## config.mk

```make
export PLATFORM = sky130hd
export DESIGN_NAME = comb_sweep_monitor
export DESIGN_NICKNAME = d
export VERILOG_FILES = /design/src/rtl/comb_sweep_pkg.sv /design/src/rtl/resp_sync.sv /design/src/rtl/comb_sweep_monitor.sv
export SDC_FILE = /design/constraint.sdc
export NUM_CORES = 1
export LEC_CHECK = 0
export ABC_CLOCK_PERIOD_IN_PS = 3050
export CAP_MARGIN = 20
export CORE_ASPECT_RATIO = 1.1
export CORE_MARGIN = 1.5
export CORE_UTILIZATION = 53
export DETAILED_ROUTE_END_ITERATION = 16
export GPL_ROUTABILITY_DRIVEN = 1
export PLACE_DENSITY = 0.85
export SLEW_MARGIN = 20
export SYNTH_ARGS = -nofsm -noshare
export SYNTH_HDL_FRONTEND = slang
export SYNTH_HIERARCHICAL = 1
export SYNTH_SLANG_ARGS = --single-unit
```

## constraint.sdc

```tcl
create_clock -name clk -period 3.05 [get_ports clk]
set_clock_uncertainty 0.2 [all_clocks]
set_input_delay 0.61 -clock clk [delete_from_list [all_inputs] [get_ports clk]]
set_output_delay 0.61 -clock clk [all_outputs]
set_load 0.02 [all_outputs]
```

## src/rtl/comb_sweep_pkg.sv

```systemverilog
// Shared types for the combinational-loop sweep monitor: FSM states,
// the per-pattern record layout and counter widths sized for the legal parameter ranges.
package comb_sweep_pkg;

   localparam int SETTLE_MAX = 255;
   localparam int N_SAMP_MAX = 15;
   localparam int SET_W      = $clog2(SETTLE_MAX + 1);
   localparam int SAMP_W     = $clog2(N_SAMP_MAX + 1);
   // Record fields are sized for the widest supported netlist; unused upper bits stay zero.
   localparam int REC_W      = 32;

   typedef enum logic [2:0] {
      S_IDLE, S_DRIVE, S_SETTLE, S_SAMPLE, S_EMIT, S_NEXT, S_DONE
   } sweep_state_e;

   typedef struct packed {
      logic [REC_W-1:0] pattern;
      logic [REC_W-1:0] resp;
      logic [REC_W-1:0] unstable;
   } sweep_rec_t;

endpackage

```

## src/rtl/resp_sync.sv

```systemverilog
// Two-flop synchronizer for the netlist outputs, which may be asynchronous or oscillating.
module resp_sync #(
   parameter int W = 5
) (
   input  logic         clk,
   input  logic         rst_n,
   input  logic [W-1:0] d_i,
   output logic [W-1:0] q_o
);

   logic [W-1:0] meta_q;
   logic [W-1:0] sync_q;

   always_ff @(posedge clk or negedge rst_n) begin
      if (!rst_n) begin
         meta_q <= '0;
         sync_q <= '0;
      end else begin
         meta_q <= d_i;
         sync_q <= meta_q;
      end
   end

   assign q_o = sync_q;

endmodule

```

## src/rtl/comb_sweep_monitor.sv

```systemverilog
// Exhaustive input sweep of a combLogic netlist; samples each pattern's outputs
// several times after settling and reports any output that moved (an active loop).
module comb_sweep_monitor
   import comb_sweep_pkg::*;
#(
   parameter int N_IN   = 13,
   parameter int N_OUT  = 5,
   parameter int SETTLE = 4,
   parameter int N_SAMP = 3
) (
   input  logic            clk,
   input  logic            rst_n,
   input  logic            start,
   input  logic            abort,
   output logic [N_IN-1:0] pat_out,
   input  logic [N_OUT-1:0] resp_in,
   output logic            rec_valid,
   input  logic            rec_ready,
   output logic [N_IN-1:0] rec_pattern,
   output logic [N_OUT-1:0] rec_resp,
   output logic [N_OUT-1:0] rec_unstable,
   output logic            busy,
   output logic            done,
   output logic [N_IN:0]   unstable_count
);

   sweep_state_e      state_q, state_d;
   logic [N_IN-1:0]   pat_q, pat_d;
   sweep_rec_t        rec_q, rec_d;
   logic [SET_W-1:0]  set_q, set_d;
   logic [SAMP_W-1:0] samp_q, samp_d;
   logic [N_IN:0]     ucnt_q, ucnt_d;
   logic [N_OUT-1:0]  sync;
   logic              unused_rec;

   resp_sync #(.W(N_OUT)) u_sync (
      .clk   (clk),
      .rst_n (rst_n),
      .d_i   (resp_in),
      .q_o   (sync)
   );

   assign busy = (state_q != S_IDLE) && (state_q != S_DONE);

   always_comb begin
      state_d = state_q;
      pat_d   = pat_q;
      rec_d   = rec_q;
      set_d   = set_q;
      samp_d  = samp_q;
      ucnt_d  = ucnt_q;
      unique case (state_q)
         S_IDLE, S_DONE: begin
            if (start) begin
               state_d = S_DRIVE;
               pat_d   = '0;
               ucnt_d  = '0;
            end
         end
         S_DRIVE: begin
            state_d = S_SETTLE;
            set_d   = SET_W'(SETTLE - 1);
         end
         S_SETTLE: begin
            if (set_q == '0) begin
               state_d = S_SAMPLE;
               samp_d  = '0;
            end else begin
               set_d = set_q - 1'b1;
            end
         end
         S_SAMPLE: begin
            // First sample is the reference; later ones accumulate any bit that moved.
            if (samp_q == '0) begin
               rec_d.resp     = REC_W'(sync);
               rec_d.unstable = '0;
            end else begin
               rec_d.unstable = rec_q.unstable | (REC_W'(sync) ^ rec_q.resp);
            end
            if (samp_q == SAMP_W'(N_SAMP - 1)) begin
               state_d       = S_EMIT;
               rec_d.pattern = REC_W'(pat_q);
            end else begin
               samp_d = samp_q + 1'b1;
            end
         end
         S_EMIT: begin
            if (rec_ready) state_d = S_NEXT;
         end
         S_NEXT: begin
            if ((rec_q.unstable != '0) && (ucnt_q != '1)) ucnt_d = ucnt_q + 1'b1;
            if (pat_q == '1) begin
               state_d = S_DONE;
            end else begin
               pat_d   = pat_q + 1'b1;
               state_d = S_DRIVE;
            end
         end
         default: state_d = S_IDLE;
      endcase
      // Abort wins over everything while a sweep runs; a same-cycle transfer still happened.
      if (abort && busy) begin
         state_d = S_IDLE;
         pat_d   = '0;
      end
   end

   always_ff @(posedge clk or negedge rst_n) begin
      if (!rst_n) begin
         state_q <= S_IDLE;
         pat_q   <= '0;
         rec_q   <= '0;
         set_q   <= '0;
         samp_q  <= '0;
         ucnt_q  <= '0;
      end else begin
         state_q <= state_d;
         pat_q   <= pat_d;
         rec_q   <= rec_d;
         set_q   <= set_d;
         samp_q  <= samp_d;
         ucnt_q  <= ucnt_d;
      end
   end

   assign pat_out        = pat_q;
   assign rec_valid      = (state_q == S_EMIT);
   assign rec_pattern    = rec_q.pattern[N_IN-1:0];
   assign rec_resp       = rec_q.resp[N_OUT-1:0];
   assign rec_unstable   = rec_q.unstable[N_OUT-1:0];
   assign done           = (state_q == S_DONE);
   assign unstable_count = ucnt_q;
   assign unused_rec     = ^rec_q;

endmodule

```

# [Yosys cells after proc, flatten, opt, wreduce, memory -nomap -nowiden]
# Index checks and enable logic that the tools add are counted.
[word_totals] input_bits=10 word_cells=76 register_bits=102 output_inout_bits=53
[classes] reduce_logical=20 muxes=20 bitwise=2 add_sub_neg=4 n_eq_ne=20
[op_table] op="two-way mux 13 bit" count=3
[op_table] op="two-way mux 32 bit" count=1
[op_table] op="OR 32 x 5 -> 32 bit" count=1
[op_table] op="nonzero test 32 bit" count=1
[op_table] op="two-way mux 14 bit" count=2
[op_table] op="one-hot mux 14 bit (2 select lines)" count=1
[op_table] op="one-hot mux 13 bit (2 select lines)" count=1
[op_table] op="two-way mux 3 bit" count=6
[op_table] op="one-hot mux 3 bit (6 select lines)" count=1
[op_table] op="one-hot mux 8 bit (2 select lines)" count=1
[op_table] op="inequality test 3 bit, second input constant" count=5
[op_table] op="adder 14 x 1 -> 14 bit, second input constant" count=1
[op_table] op="inequality test 14 bit, second input constant" count=1
[op_table] op="adder 13 x 1 -> 13 bit, second input constant" count=1
[op_table] op="equality test 13 bit, second input constant" count=1
[op_table] op="inequality test 2 bit, second input constant" count=5
[op_table] op="equality test 3 bit, second input constant" count=3
[op_table] op="AND reduction 3 bit" count=3
[op_table] op="logical NOT 8 bit" count=1
[op_table] op="two-way mux 4 bit" count=2
[op_table] op="two-way mux 8 bit" count=1
[op_table] op="one-hot mux 4 bit (2 select lines)" count=1
[op_table] op="subtractor 8 x 1 -> 8 bit, second input constant" count=1
[op_table] op="equality test 3 x 2 -> 1 bit, second input constant" count=2
[op_table] op="other kinds (13)" count=20

# [Depth between registers and ports, before layout]
[logic_depth] ltp_word=5 mapped_depth=8 ltp_nobuf=6

# [Modules after synthesis]
# Netlist, hierarchy kept.
[modules_own_cells] module="comb_sweep_monitor" cells_each=349 instances=1 area_each_um2=3485.8 seq_area_each_um2=1626.6
[modules_own_cells] module="resp_sync" cells_each=10 instances=1 area_each_um2=250.2 seq_area_each_um2=250.2

# [Worst setup path before layout]
# Ideal clock, no wire load.
[synth_path] kind="register to register" start="register set_q[0]" end="register state_q[0]" slack_ns=0.552 period_less_slack_ns=2.498 t_required_ns=2.730 setup_time_ns=0.120 path_stages_with_launch=9 arrival_ns=2.177 cell_sequence="dfrtp_1 -> inv_1 -> ha_1 -> or3b_2 -> clkbuf_1 -> o21a_1 -> buf_6 -> or4_1 -> o211a_1"
[synth_via] elab_chain_len=3
[synth_lines] element="start: declaration" line="comb_sweep_monitor.sv:30" text="logic [SET_W-1:0] set_q, set_d;"
[synth_lines] element="start signal: assignment" line="comb_sweep_monitor.sv:120" text="set_q <= set_d;"
[synth_lines] element="logical NOT 8 bit" line="comb_sweep_monitor.sv:65" text="if (set_q == '0) begin"
[synth_lines] element="inequality test 3 bit (no line)"
[synth_lines] element="AND reduction 4 bit (no line)"
[synth_lines] element="end signal: assignment" line="comb_sweep_monitor.sv:117" text="state_q <= state_d;"
[synth_lines] element="end: declaration" line="comb_sweep_monitor.sv:27" text="sweep_state_e state_q, state_d;"
# No other way between the ends.
# A chain may end at the register's enable or synchronous reset.

# [Final worst setup path]
[layout_path] start="register state_q[1]" end="output port busy"
[layout_via] elab_chain_len=2 elab_cells_between_ends=3
[layout_lines] element="inequality test 3 bit or nonzero test 3 bit (tied branches)" line="comb_sweep_monitor.sv:43" text="assign busy = (state_q != S_IDLE) && (state_q != S_DONE);"
[layout_lines] element="logical AND 1 bit (*)" line="comb_sweep_monitor.sv:43"
[layout_lines] element="end: declaration" line="comb_sweep_monitor.sv:22" text="output logic busy,"
# Every way passes the cells marked *; elsewhere a longest branch is shown, timed or not.

==> impl_metrics.tcl <==
set metrics [dict create \
    stdcell_area_sq_mm 0.004653 \
    wl_per_cell_um 16.47 \
    cp_top_family "buffers and inverters" \
    async_flop_share_pct 100.0 \
    startpoint_type "flop" \
    cp.buffers_inverters 1 \
    syn_area_per_cell_sq_um 10.41 \
    multi_input_area_sq_mm 0.001740 \
    p_leak_nw 1.987 \
    core_area_sq_mm 0.006710 \
    switching_share_pct 37.00 \
    max_stage_delay_ps 600 \
    period_minus_slack_ps 2806 \
    arrival_ps 2000 \
    cp_slowest_cell "clkdlybuf4s50_1" \
    register_area_sq_mm 0.001877 \
    synth-edff-count 0 \
    fillers 509 \
    cts_buffer_depth 2 \
    cts_sinks 75 \
    p_int_mw 2.077 \
    rr_startpoint "set_q[0]" \
    synth_cell_types 54 \
    numPortBuffers 62 \
    rsz0062_at_grt "no" \
    ys_warn_count 6 \
    timing.slew.headroom_pct 37.99 \
    setup_viol 0 \
    drc 0 \
    dieWidth_um 83.05 \
    final-hold-violation-count 0 \
    synth_compound_area_share_pct 14.94 \
    grt_pass1_wl_mm 14.38 \
    std_cell_rows 31 \
    place_area_sq_mm 0.004443 \
    seqPwrFrac_pct 41.8 \
    dp_hpwl_mm 5.701 \
    fmax_mhz 356.4 \
    min_from "u_sync/meta_q[4]" \
    nets 439 \
    ys.flop_type "dfrtp_1" \
    overflow 0 \
    initial_core_util_pct 55.68 \
    synth-xor-area-share_pct 2.344 \
    layout_commonest_cell "dfrtp_1" \
    cts_root_buffer "clkbuf_8" \
    status "completed" \
    reg2regPathDepth 6 \
    clkPwrFrac_pct 24.7 \
    syn_nets 376 \
    yosys_register_bits 75 \
    post-route-util_pct 69.35 \
    tns_ps 0 \
    gp_congestion 0.8292 \
    worstPathRequired_ps 2240 \
    p_total_mw 3.297 \
    critPathKind "reg -> out" \
    die_area_sq_mm 0.007562 \
    ir_worst_vdd_v 0.0004514 \
    post-route-period-util_pct 92.00 \
    hold_buffers 0 \
    die_h_um 91.06 \
    synthAdderAreaFrac_pct 2.344 \
    antenna_found_initial 0 \
    postRouteAntennaNets 0 \
    endpoint_kind "output port" \
    first_iter_violations 280 \
    hold_depth 0 \
    pre_cts_ws_ps 543.3 \
    synth_mux_area_share_pct 5.894 \
    path_depth 3 \
    post_cts_buffers 0 \
    drv_cap 0 \
    num_antenna_cells 0 \
    routed_wl_mm 8.381 \
    yosysSeqAreaShare_pct 50.23 \
    drive_gt1_share_pct 11.48 \
    avgViaCountPerCell 6.155 \
    vias 3133 \
    synth_top_family_by_area "simple AND/OR/NAND/NOR gates" \
    insertion_delay_ps 350 \
    gr-usage-all-layers_pct 23.34 \
    final_cell_mix "75 x dfrtp_1, 61 x clkdlybuf4s50_1, 22 x nand2_1, 21 x nor2_1" \
    crit_fanout 14 \
    first_pass_iters 4 \
    drv_slew 0 \
    power.switching_mw 1.220 \
    worst_slew_pin_slew_ps 930.2 \
    numCtsBuffers 9 \
    grt_max_degree 76 \
    cts_tree "built" \
    io_pins 63 \
    hold-worst-slack_ps 153.0 \
    pwr-share-comb_pct 33.5 \
    dp.cells 493 \
    synth-simple-area-share_pct 20.90 \
    instances_no_fill 509 \
    p_per_area_mw_per_mm2 708.4 \
    areaGrowthSynthToFinish_pct 24.55 \
    cts.repair.resized 0 \
    syn_inst 359 \
    grt_pass1_vias 2973 \
    min_path_type "reg -> reg" \
    finalWorstSetupSlack_ps 244.0 \
    path_clk_slew_ps 80 \
    htreeDepth 3 \
    path_cells "xor2_1 -> nand2b_1 -> clkdlybuf4s50_1" \
    setup.worst_path.start "state_q[1]" \
    syn_area_sq_mm 0.003736 \
]
-- flip-flops by register name, summed over array words and instances (netlist names) --
| register | count |
|---|---|
| pat_out | 13 |
| rec_unstable | 5 |
| set_q | 8 |
| rec_resp | 5 |
| u_sync/q_o | 5 |
| state_q | 3 |
| u_sync/meta_q | 5 |
| rec_pattern | 13 |
| unstable_count | 14 |
| samp_q | 4 |
-- layer usage --
| metal | global-route usage [%] | wire length, um | vias to the layer above |
|---|---|---|---|
| li1 | - | - | 1478 |
| met1 | 30.92 | 3582 | 1552 |
| met2 | 37.94 | 4256 | 90 |
| met3 | 3.818 | 390 | 13 |
| met4 | 10.28 | 152 | 0 |
| met5 | 0 | 0 | - |
-- cells by family (layout without fill, tap and decap cells) --
logic type	after synthesis	in the layout
buffers and inverters	30	98
muxes	20	20
and+or+nand+nor	137	137
xor gates and xnor gates	10	10
AOI/OAI and AO/OA	80	80
adders and majority gates	7	7
DFF	75	75
-- power by group through the flow --
stage / Clock, mW / Combinational, mW / Sequential (mW)
4_1_cts: 0.815 / 1.11 / 1.37
2_1_floorplan: 0 / 0.610 / 1.44
3_5_place_dp: 0 / 1.10 / 1.39
5_1_grt: 0.864 / 1.21 / 1.41
6_report: 0.814 / 1.10 / 1.38
3_3_place_gp: 0 / 1.07 / 1.38
-- layout make-up --
| class | count | area share (%) |
|---|---|---|
| flip-flops and latches | 75 | 40.33 |
| multi-input cells | 254 | 37.40 |
| repair buffers | 70 | 14.57 |
| clock buffers | 10 | 2.958 |
| well taps | 82 | 2.205 |
| clock inverters | 6 | 1.560 |
| inverters | 12 | 0.9680 |
-- worst paths after layout --
kind                                    to  slack, ps
setup / recovery                      busy        240
hold / removal               u_sync/q_o[4]        150
setup reg to reg                state_q[0]        530
hold reg to reg              u_sync/q_o[4]        150
max in group asynchronous   rec_pattern[1]       1850
min in group asynchronous  rec_pattern[11]        180
-- worst register-to-register path, cell delays in order (launching register included) --
cell and delay, ps:
dfrtp_1 410, inv_1 90, ha_1 140, or3b_2 520
o21a_1 300, or4_1 550, o211a_1 210
-- synthesized netlist by cell type, drive strengths merged, types with 5 or more instances --
| master | number | area share [%] |
|---|---|---|
| dfrtp | 75 | 50 |
| nand2 | 22 | 2.2 |
| nor2 | 21 | 2.1 |
| a31oi | 16 | 2.7 |
| mux2 | 16 | 4.8 |
| nand3 | 15 | 2.0 |
| o21ai | 14 | 1.9 |
| clkbuf | 13 | 1.3 |
| nor3 | 13 | 1.7 |
| inv | 12 | 1.2 |
| or4 | 11 | 2.2 |
| xor2 | 10 | 2.3 |
| a21oi | 9 | 1.2 |
| o211ai | 9 | 1.8 |
| nand4 | 8 | 1.3 |
| ha | 7 | 2.3 |
| nand2b | 6 | 1.0 |
| and2 | 5 | 0.84 |
| and3 | 5 | 0.84 |
| buf | 5 | 0.84 |
| nor4 | 5 | 0.84 |
| o31ai | 5 | 1.0 |
No activity file was read; power rests on OpenSTA's default activity.
